<file path="config.mk">
export PLATFORM = sky130hd
export DESIGN_NAME = mmio_board_io
export DESIGN_NICKNAME = d
export VERILOG_FILES = /design/src/rtl/mmio_pkg.sv /design/src/rtl/key_debouncer.sv /design/src/rtl/mmio_board_io.sv
export SDC_FILE = /design/constraint.sdc
export NUM_CORES = 1
export LEC_CHECK = 0
export CAP_MARGIN = 10
export CORE_UTILIZATION = 60
export DETAILED_ROUTE_END_ITERATION = 6
export HOLD_SLACK_MARGIN = 0.03
export PLACE_DENSITY = 0.82
export REMOVE_ABC_BUFFERS = 1
export SYNTH_ARGS = -nofsm -noshare
export SYNTH_HDL_FRONTEND = slang
export SYNTH_SLANG_ARGS = --single-unit
</file>
<file path="constraint.sdc">
create_clock -name clk -period 19.1 [get_ports clk]
set_clock_uncertainty 0.15 [all_clocks]
set_input_delay 4.775 -clock clk [delete_from_list [all_inputs] [get_ports clk]]
set_output_delay 4.775 -clock clk [all_outputs]
set_load 0.05 [all_outputs]
</file>
<file path="src/rtl/mmio_pkg.sv">
// Shared types, register offsets and reset constants for the board I/O register block.
package mmio_pkg;

    typedef logic [31:0] addr_t;
    typedef logic [31:0] data_t;

    localparam logic [2:0] MMIO_REG_LED         = 3'd0;
    localparam logic [2:0] MMIO_REG_KEY_STATE   = 3'd1;
    localparam logic [2:0] MMIO_REG_KEY_EVENT   = 3'd2;
    localparam logic [2:0] MMIO_REG_TIMER_COUNT = 3'd3;
    localparam logic [2:0] MMIO_REG_TIMER_CMP   = 3'd4;
    localparam logic [2:0] MMIO_REG_IRQ_STATUS  = 3'd5;
    localparam logic [2:0] MMIO_REG_IRQ_EN      = 3'd6;
    localparam logic [2:0] MMIO_REG_RSVD        = 3'd7;

    localparam data_t READ_DATA_RESET   = 32'h0000_0000;
    localparam data_t TIMER_COUNT_RESET = 32'h0000_0000;
    localparam data_t TIMER_CMP_RESET   = 32'hFFFF_FFFF;

    // Merge new_val into old_val one byte lane at a time.
    function automatic data_t apply_be(input data_t old_val, input data_t new_val,
                                       input logic [3:0] be);
        data_t res;
        res = old_val;
        for (int i = 0; i < 4; i++) begin
            if (be[i]) begin
                res[8*i +: 8] = new_val[8*i +: 8];
            end
        end
        return res;
    endfunction

endpackage

</file>
<file path="src/rtl/key_debouncer.sv">
// One push-button channel: 2-flop synchroniser, polarity normalisation and a
// stability counter that accepts a new level after DEBOUNCE_CYCLES stable cycles.
module key_debouncer #(
    parameter int unsigned DEBOUNCE_CYCLES = 50000,
    parameter bit          ACTIVE_LOW      = 1'b1
) (
    input  logic clk,
    input  logic reset,
    input  logic raw,
    output logic level,
    output logic press
);

    localparam int unsigned   CW       = $clog2(DEBOUNCE_CYCLES);
    localparam logic [CW-1:0] CNT_MAX  = CW'(DEBOUNCE_CYCLES - 1);
    localparam logic          IDLE_PIN = ACTIVE_LOW ? 1'b1 : 1'b0;

    logic [1:0]    sync_q;
    logic          synced;
    logic          level_q, level_d;
    logic          press_d;
    logic [CW-1:0] cnt_q, cnt_d;

    // Synchroniser resets to the idle pin level so reset release never looks like a press.
    always_ff @(posedge clk or posedge reset) begin
        if (reset) begin
            sync_q <= {2{IDLE_PIN}};
        end else begin
            sync_q <= {sync_q[0], raw};
        end
    end

    assign synced = ACTIVE_LOW ? ~sync_q[1] : sync_q[1];

    always_comb begin
        cnt_d   = '0;
        level_d = level_q;
        press_d = 1'b0;
        if (synced != level_q) begin
            if (cnt_q == CNT_MAX) begin
                level_d = synced;
                press_d = synced;
            end else begin
                cnt_d = cnt_q + 1'b1;
            end
        end
    end

    always_ff @(posedge clk or posedge reset) begin
        if (reset) begin
            level_q <= 1'b0;
            cnt_q   <= '0;
        end else begin
            level_q <= level_d;
            cnt_q   <= cnt_d;
        end
    end

    assign level = level_q;
    assign press = press_d;

endmodule

</file>
<file path="src/rtl/mmio_board_io.sv">
// Memory-mapped board I/O: LED register, debounced keys with sticky press flags,
// prescaled timer with compare match, and a registered level interrupt.
module mmio_board_io
    import mmio_pkg::*;
#(
    parameter addr_t       BASE_ADDR       = 32'h0001_0000,
    parameter int unsigned N_LEDS          = 10,
    parameter int unsigned N_KEYS          = 4,
    parameter bit          KEY_ACTIVE_LOW  = 1'b1,
    parameter int unsigned DEBOUNCE_CYCLES = 50000,
    parameter int unsigned PRESCALE        = 50
) (
    input  logic              clk,
    input  logic              reset,
    input  addr_t             address,
    input  data_t             write_data,
    input  logic [3:0]        write_enable,
    output data_t             read_data,
    input  logic [N_KEYS-1:0] keys_raw,
    output logic [N_LEDS-1:0] leds,
    output logic              irq
);

    localparam int unsigned   PW        = (PRESCALE > 1) ? $clog2(PRESCALE) : 1;
    localparam logic [PW-1:0] PRESC_MAX = PW'(PRESCALE - 1);

    logic       hit;
    logic       wr;
    logic [2:0] offset;

    logic [N_LEDS-1:0] led_q, led_d;
    logic [N_KEYS-1:0] key_level, key_press;
    logic [N_KEYS-1:0] key_event_q, key_event_d;
    logic [PW-1:0]     presc_q, presc_d;
    data_t             count_q, count_d, count_inc;
    data_t             cmp_q, cmp_d;
    logic              tick, match;
    logic              timer_flag_q, timer_flag_d;
    logic [1:0]        irq_en_q, irq_en_d;
    logic              irq_q, irq_d;
    data_t             rdata_q, rdata_d;

    data_t led_word, key_state_word, key_event_word, status_word, irq_en_word;
    data_t led_wr, ev_wr, en_wr;
    logic  unused_bits;

    assign hit    = (address[31:5] == BASE_ADDR[31:5]);
    assign offset = address[4:2];
    assign wr     = hit && (write_enable != 4'b0000);

    for (genvar g = 0; g < N_KEYS; g++) begin : g_key
        key_debouncer #(
            .DEBOUNCE_CYCLES(DEBOUNCE_CYCLES),
            .ACTIVE_LOW     (KEY_ACTIVE_LOW)
        ) u_key (
            .clk  (clk),
            .reset(reset),
            .raw  (keys_raw[g]),
            .level(key_level[g]),
            .press(key_press[g])
        );
    end

    always_comb begin
        led_word                    = '0;
        led_word[N_LEDS-1:0]        = led_q;
        key_state_word              = '0;
        key_state_word[N_KEYS-1:0]  = key_level;
        key_event_word              = '0;
        key_event_word[N_KEYS-1:0]  = key_event_q;
        status_word                 = {30'd0, |key_event_q, timer_flag_q};
        irq_en_word                 = {30'd0, irq_en_q};
    end

    assign led_wr = apply_be(led_word, write_data, write_enable);
    assign ev_wr  = apply_be(key_event_word, key_event_word & ~write_data, write_enable);
    assign en_wr  = apply_be(irq_en_word, write_data, write_enable);

    assign tick      = (presc_q == PRESC_MAX);
    assign count_inc = count_q + 32'd1;
    // Compare against the CMP value held before any same-edge write.
    assign match     = tick && (count_inc == cmp_q);

    always_comb begin
        led_d        = led_q;
        cmp_d        = cmp_q;
        irq_en_d     = irq_en_q;
        key_event_d  = key_event_q;
        timer_flag_d = timer_flag_q;
        presc_d      = tick ? '0 : presc_q + 1'b1;
        count_d      = tick ? count_inc : count_q;

        if (wr) begin
            case (offset)
                MMIO_REG_LED:        led_d       = led_wr[N_LEDS-1:0];
                MMIO_REG_KEY_EVENT:  key_event_d = ev_wr[N_KEYS-1:0];
                MMIO_REG_TIMER_CMP:  cmp_d       = apply_be(cmp_q, write_data, write_enable);
                MMIO_REG_IRQ_STATUS: begin
                    if (write_enable[0] && write_data[0]) begin
                        timer_flag_d = 1'b0;
                    end
                end
                MMIO_REG_IRQ_EN:     irq_en_d    = en_wr[1:0];
                default:             ;
            endcase
        end

        // New events override a same-edge clear.
        key_event_d = key_event_d | key_press;
        if (match) begin
            timer_flag_d = 1'b1;
        end

        irq_d = (timer_flag_q & irq_en_q[0]) | ((|key_event_q) & irq_en_q[1]);
    end

    always_comb begin
        rdata_d = rdata_q;
        if (hit) begin
            case (offset)
                MMIO_REG_LED:         rdata_d = led_word;
                MMIO_REG_KEY_STATE:   rdata_d = key_state_word;
                MMIO_REG_KEY_EVENT:   rdata_d = key_event_word;
                MMIO_REG_TIMER_COUNT: rdata_d = count_q;
                MMIO_REG_TIMER_CMP:   rdata_d = cmp_q;
                MMIO_REG_IRQ_STATUS:  rdata_d = status_word;
                MMIO_REG_IRQ_EN:      rdata_d = irq_en_word;
                MMIO_REG_RSVD:        rdata_d = '0;
                default:              rdata_d = '0;
            endcase
        end
    end

    always_ff @(posedge clk or posedge reset) begin
        if (reset) begin
            led_q        <= '0;
            key_event_q  <= '0;
            presc_q      <= '0;
            count_q      <= TIMER_COUNT_RESET;
            cmp_q        <= TIMER_CMP_RESET;
            timer_flag_q <= 1'b0;
            irq_en_q     <= '0;
            irq_q        <= 1'b0;
            rdata_q      <= READ_DATA_RESET;
        end else begin
            led_q        <= led_d;
            key_event_q  <= key_event_d;
            presc_q      <= presc_d;
            count_q      <= count_d;
            cmp_q        <= cmp_d;
            timer_flag_q <= timer_flag_d;
            irq_en_q     <= irq_en_d;
            irq_q        <= irq_d;
            rdata_q      <= rdata_d;
        end
    end

    assign read_data = rdata_q;
    assign leds      = led_q;
    assign irq       = irq_q;

    // Byte-offset bits and the unused upper lanes of the merge results are don't-care.
    assign unused_bits = ^{address[1:0], led_wr, ev_wr, en_wr};

endmodule

</file>
==> results.json, run 1 <==
{
  "wl_um": 20800,
  "utilization_pct": 74.3,
  "syn_inst": 931,
  "yosys_warnings": 0,
  "timing.final.ws_setup_ns": 11.85,
  "arrival_ns": 7.46,
  "grt_pass1_wl_um": 34600,
  "cts_buffers": 17,
  "seq_area_frac_synth_pct": 51.4,
  "cts_tree": "built",
  "hp-class": "reg2reg",
  "finalCritPeriodShare_pct": 38.0,
  "fin_area_um2": 11500,
  "die_h_um": 129,
  "grt_overflow": 0,
  "tns_ns": 0,
  "via_per_inst": 5.79,
  "cp_max_fo": 65,
  "drt.antenna.violating_nets": 0,
  "netlist_area_um2": 9640,
  "core_area_um2": 15400,
  "fmax_mhz": 138,
  "antenna_cells": 0,
  "worst_setup_path_end_kind": "register",
  "clockRootBuffer": "clkbuf_16",
  "clockBufferDepth": 2,
  "cp_data_required_time_ns": 19.31,
  "p_comb_share_pct": 4.5,
  "htree_levels": 4,
  "drt_iter0_markers": 621,
  "p_int_w": 0.000615,
  "p_per_area_nw_per_um2": 69.2,
  "drv_cap": 0,
  "area_growth_syn_to_layout_pct": 19.0,
  "drive_gt1_share_pct": 13.7,
  "p_sw_w": 0.000179,
  "initial_core_util_pct": 62.5,
  "numClockSinks": 196,
  "dp_slack_ns": 11.37,
  "final_max_slew_viol_count": 0,
  "drc_errors": 0,
  "tightestPinTransition_ns": 1.21,
  "finalPower_w": 0.000794,
  "hold_viol": 0,
  "gp_congestion": 0.865,
  "wl_per_cell_um": 16.6,
  "synth_enable_flop_cells": 0,
  "ys_async_sr_fraction_pct": 100,
  "crit_type": "in2reg",
  "period_needed_ns": 7.25,
  "syn_avg_cell_area_um2": 10.3,
  "ir_drop_uv": 68.3,
  "p_leak_nw": 4.89,
  "cts-hold-fix-buffers": 0,
  "fp.dieW_um": 129,
  "grt_setup_unrepaired": "no",
  "io_pins": 117,
  "ys_seq_elements": 196,
  "slew_headroom_pct": 19.6,
  "drt-pass1-iter-count": 5,
  "postCtsSetupBuffers": 0,
  "dieArea_um2": 16600,
  "start_kind": "primary input",
  "grt_pass1_vias": 6976,
  "synth-main-ff-cell": "dfrtp_1",
  "antenna_found_initial": 0,
  "cts_resized": 0,
  "swShare_pct": 22.5,
  "clk_pin_slew_worst_paths_ns": 0.06,
  "yosys.cell_types.count": 55,
  "grt_usage_pct": 26.8,
  "row_count": 45,
  "hpwl_um": 14100,
  "fin_nets": 1107,
  "seq_power_share_pct": 53.0,
  "vias": 7237,
  "status": "completed",
  "power_frac_clock_pct": 42.5,
  "finalSetupViolCount": 0,
  "grt_max_degree": 122,
  "dpl_cell_area_um2": 10900,
  "port_buffers": 114,
  "clk_latency_ns": 0.43
}
-- placed cells by master, fill, tap and decap left out, types with 7 or more instances in the layout --
| master | instances |
|---|---|
| dfrtp_1 | 156 |
| nor2_1 | 132 |
| clkdlybuf4s50_1 | 114 |
| xnor2_1 | 79 |
| nand2_1 | 66 |
| xor2_1 | 60 |
| mux2_2 | 51 |
| dfstp_2 | 40 |
| nand3_1 | 36 |
| a21oi_1 | 32 |
| a22oi_1 | 32 |
| nand4_1 | 25 |
| nor3_1 | 25 |
| and3_1 | 23 |
| clkbuf_16 | 17 |
| o21ai_0 | 16 |
| nor4_1 | 13 |
| and4_1 | 10 |
| inv_1 | 9 |
| ha_1 | 7 |
-- synth_stat cells (5+ instances only) --
master / instances / area, µm²
nor4b_1: 5 / 43.8
nor2b_1: 5 / 31.3
and4_1: 10 / 87.6
and2_1: 5 / 31.3
a22oi_1: 32 / 240
nor4_1: 13 / 81.3
nor2_1: 133 / 499
clkbuf_1: 35 / 131
dfrtp_1: 156 / 3900
mux2_2: 51 / 574
dfstp_2: 40 / 1050
ha_1: 7 / 87.6
nor3_1: 26 / 130
and3_1: 23 / 144
xnor2_1: 79 / 692
nand4_1: 25 / 156
nand3_1: 36 / 180
nand2_1: 66 / 248
inv_1: 10 / 37.5
o21ai_0: 16 / 80.1
or3_1: 6 / 37.5
a21oi_1: 32 / 160
or4_1: 5 / 37.5
xor2_1: 60 / 526
-- flip-flops by register name, indices dropped and copies added, names as in the netlist --
| register | count |
|---|---|
| read_data | 32 |
| cmp_q | 32 |
| presc_q | 6 |
| irq | 1 |
| count_q | 32 |
| g_key.u_key.cnt_q | 64 |
| irq_en_q | 2 |
| g_key.u_key.level | 4 |
| g_key.u_key.sync_q | 8 |
| timer_flag_q | 1 |
| leds | 10 |
| key_event_q | 4 |
-- per-layer routing --
layer  vias to the layer above  routed length (µm)  part of all wire (%)  track usage [%]
met5                         -                   0                     0                0
met4                         0                 250                   1.2             6.71
met3                        26                1340                   6.4             5.90
met2                       224                9810                    47             42.0
met1                      3554                9370                    45             38.1
li1                       3433                   -                     -                -
-- cell type report --
type                    count  area (µm²)
clock inverters            13         114
well taps                 211         264
multi-input cells         682        4480
fillers                  1072        3960
flip-flops and latches    196        4950
repair buffers            119        1180
clock buffers              19         433
inverters                  10        45.0
-- final timing paths --
path,startpoint,endpoint,slack [ns],depth (start not counted)
worst max-delay path,address[9],cmp_q[13]$_DFFE_PP1P_,11.85,7
worst min-delay path,g_key[1].u_key.sync_q[0]$_DFF_PP1_,g_key[1].u_key.sync_q[1]$_DFF_PP1_,0.21,0
worst max register to register,count_q[0]$_DFFE_PP0N_,timer_flag_q$_DFFE_PP0P_,15.80,8
worst min register to register,g_key[1].u_key.sync_q[0]$_DFF_PP1_,g_key[1].u_key.sync_q[1]$_DFF_PP1_,0.21,0
max in group asynchronous,reset,count_q[26]$_DFFE_PP0N_,12.63,3
min in group asynchronous,reset,leds[4]$_DFFE_PP0P_,4.71,2
-- critical path: stages --
cell and delay (ns):
clkdlybuf4s50_1 0.41, nor4_1 0.34, nand4_1 0.24, nor2_4 0.21
buf_4 0.52, and3_1 0.50, mux2_2 0.39
-- cells by family after synthesis --
| kind of cell | synth area share, % |
|---|---|
| and+or+nand+nor | 19.5 |
| xor gates and xnor gates | 12.6 |
| DFF | 51.4 |
| adders and majority gates | 0.909 |
| AOI/OAI and AO/OA | 6.97 |
| muxes | 6.30 |
| buffers and inverters | 2.25 |
-- power by group through the flow --
stage	sequential [W]	combinational (W)	clock [W]
6_report	0.000421	0.0000357	0.000337
5_1_grt	0.000421	0.0000396	0.000358
4_1_cts	0.000421	0.0000363	0.000341
3_3_place_gp	0.000428	0.0000356	0
3_5_place_dp	0.000428	0.0000359	0
2_1_floorplan	0.000428	0.0000134	0
-- per-stage QoR --
| step | hold slack (ns) | instances |
|---|---|---|
| after detailed placement | 0.199 | 1218 |
| after global placement | 0.197 | 1218 |
| after CTS | 0.214 | 1250 |
| after floorplan | 0.195 | 888 |
| final | 0.214 | 1250 |
| after global routing | 0.214 | 1250 |
Note: power is estimated with default switching activity, not from simulation.
==> run 2, diff against run 1 <==
--- a/config.mk
+++ b/config.mk
@@ -6,10 +6,10 @@
 export NUM_CORES = 1
 export LEC_CHECK = 0
 export CAP_MARGIN = 10
-export CORE_UTILIZATION = 60
+export CORE_UTILIZATION = 51
 export DETAILED_ROUTE_END_ITERATION = 6
 export HOLD_SLACK_MARGIN = 0.03
-export PLACE_DENSITY = 0.82
+export PLACE_DENSITY = 0.74
 export REMOVE_ABC_BUFFERS = 1
 export SYNTH_ARGS = -nofsm -noshare
 export SYNTH_HDL_FRONTEND = slang
==> constraint.sdc (replaced) <==
create_clock -name clk -period 6 [get_ports clk]
set_clock_uncertainty 0.15 [all_clocks]
set_input_delay 1.5 -clock clk [delete_from_list [all_inputs] [get_ports clk]]
set_output_delay 1.5 -clock clk [all_outputs]
set_load 0.05 [all_outputs]
==> results.json, run 2 (same netlist as run 1, synthesis figures left out) <==
{
  "core_area_um2": 18200,
  "initial_core_util_pct": 52.9,
  "cts_buffers": 17,
  "mostFrequentLayoutCells": "156 x dfrtp_1, 132 x nor2_1, 114 x clkdlybuf4s50_1",
  "p_leak_nw": 4.95,
  "fp.dieW_um": 139,
  "crit_chain": "clkdlybuf4s50_1, nor4b_1, nand4_1, nor2_4, nand2_1, nor3_1, nand2_1, a21o_1",
  "area_growth_syn_to_layout_pct": 20.2,
  "reg2reg_depth": 8,
  "r2r-end": "timer_flag_q$_DFFE_PP0P_",
  "cts_resized": 0,
  "r2r-start": "count_q[0]$_DFFE_PP0N_",
  "cp.depth": 8,
  "fin_cells": 1271,
  "cts-hold-fix-buffers": 0,
  "vias": 7176,
  "mostFrequentLayoutCell": "dfrtp_1",
  "utilization_pct": 63.6,
  "antenna_cells": 0,
  "row_count": 49,
  "fin_nets": 1110,
  "fmax_mhz": 262,
  "dpl_cell_area_um2": 11000,
  "grt_pass1_wl_um": 35000,
  "port_buffers": 114,
  "drt_iter0_markers": 542,
  "cp_max_fo": 22,
  "grt_pass1_vias": 7091,
  "clockRootBuffer": "clkbuf_16",
  "antenna_found_initial": 0,
  "crit_path_end": "key_event_q[2]$_DFF_PP0_",
  "drt.antenna.violating_nets": 0,
  "grt_overflow": 0,
  "crit_family": "simple AND/OR/NAND/NOR gates",
  "hold_viol": 0,
  "slew_headroom_pct": 34.2,
  "status": "completed",
  "htree_levels": 4,
  "finalCritPeriodShare_pct": 63.6,
  "finalSetupViolCount": 0,
  "clk_latency_ns": 0.43,
  "tns_ns": 0,
  "gp_congestion": 0.842,
  "tightestPinTransition_ns": 0.987,
  "top_register": "g_key.u_key.cnt_q",
  "grt_usage_pct": 22.7,
  "regArea_um2": 4950,
  "numClockSinks": 196,
  "slowest_stage": "nor3_1",
  "cp_data_required_time_ns": 6.18,
  "dieArea_um2": 19400,
  "largest_register_ffs": 64,
  "period_needed_ns": 3.82,
  "clockBufferDepth": 2,
  "p_per_area_nw_per_um2": 228,
  "worst_setup_path_end_kind": "register",
  "drv_cap": 0,
  "postCtsSetupBuffers": 0,
  "crit_buf_inv": 1,
  "hpwl_um": 14900,
  "multi_input_area_um2": 4480,
  "critPathMaxStageDelay_ns": 0.52,
  "grt_setup_unrepaired": "no",
  "start_kind": "primary input",
  "nFillCells": 1475,
  "final_max_slew_viol_count": 0,
  "drt-pass1-iter-count": 5,
  "cts_tree": "built",
  "clk_pin_slew_worst_paths_ns": 0.06,
  "wl_um": 21000,
  "place_inst": 1239,
  "crit_type": "in2reg",
  "ir_drop_uv": 204,
  "cp-startpoint": "address[12]",
  "wl_per_cell_um": 16.6,
  "cp_common_cell": "nand2_1",
  "io_pins": 117,
  "die_h_um": 139,
  "via_per_inst": 5.65,
  "drive_gt1_share_pct": 13.9,
  "fin_area_um2": 11600,
  "hp-class": "reg2reg",
  "grt_max_degree": 147,
  "drc_errors": 0,
  "arrival_ns": 3.99,
  "r2r_slack_ns": 2.74
}
run 2: cell type report:
cell class | count | area share [%]
multi-input cells | 682 | 38.6
clock inverters | 6 | 0.778
well taps | 229 | 2.47
repair buffers | 122 | 10.4
inverters | 10 | 0.389
clock buffers | 26 | 4.57
flip-flops and latches | 196 | 42.8
run 2: layer usage:
metal / GRT usage, % / vias up / wire, µm
met2: 34.9 / 199 / 9520
met5: 0 / - / 0
met1: 32.2 / 3503 / 10100
li1: - / 3443 / -
met4: 8.30 / 0 / 399
met3: 4.03 / 31 / 1060
run 2: power by group:
part	leakage, nW	switching, W	internal, W	total [W]
clock	0.291	0.000490	0.000693	0.00118
sequential	2.57	0.00000656	0.00133	0.00134
combinational	2.09	0.0000604	0.0000539	0.000114
total	4.95	0.000557	0.00208	0.00264
run 2: worst min-delay path by stage:
stage | from | end | slack [ns] | depth (start not counted)
global route | g_key[2].u_key.sync_q[0]$_DFF_PP1_ | g_key[2].u_key.sync_q[1]$_DFF_PP1_ | 0.21 | 0
finish | g_key[2].u_key.sync_q[0]$_DFF_PP1_ | g_key[2].u_key.sync_q[1]$_DFF_PP1_ | 0.21 | 0
detailed placement | g_key[2].u_key.sync_q[0]$_DFF_PP1_ | g_key[2].u_key.sync_q[1]$_DFF_PP1_ | 0.20 | 0
global placement | g_key[2].u_key.sync_q[0]$_DFF_PP1_ | g_key[2].u_key.sync_q[1]$_DFF_PP1_ | 0.20 | 0
CTS | g_key[2].u_key.sync_q[0]$_DFF_PP1_ | g_key[2].u_key.sync_q[1]$_DFF_PP1_ | 0.21 | 0
floorplan | g_key[0].u_key.sync_q[0]$_DFF_PP1_ | g_key[0].u_key.sync_q[1]$_DFF_PP1_ | 0.20 | 0
run 2: through the flow:
| stage | hold WS, ns | power, W | worst slack [ns] |
|---|---|---|---|
| after floorplan | 0.195 | 0.00140 | -0.924 |
| after global placement | 0.196 | 0.00148 | 1.73 |
| after detailed placement | 0.200 | 0.00148 | 1.73 |
| after CTS | 0.207 | 0.00266 | 2.19 |
| after global routing | 0.207 | 0.00273 | 1.95 |
| final | 0.206 | 0.00264 | 2.18 |
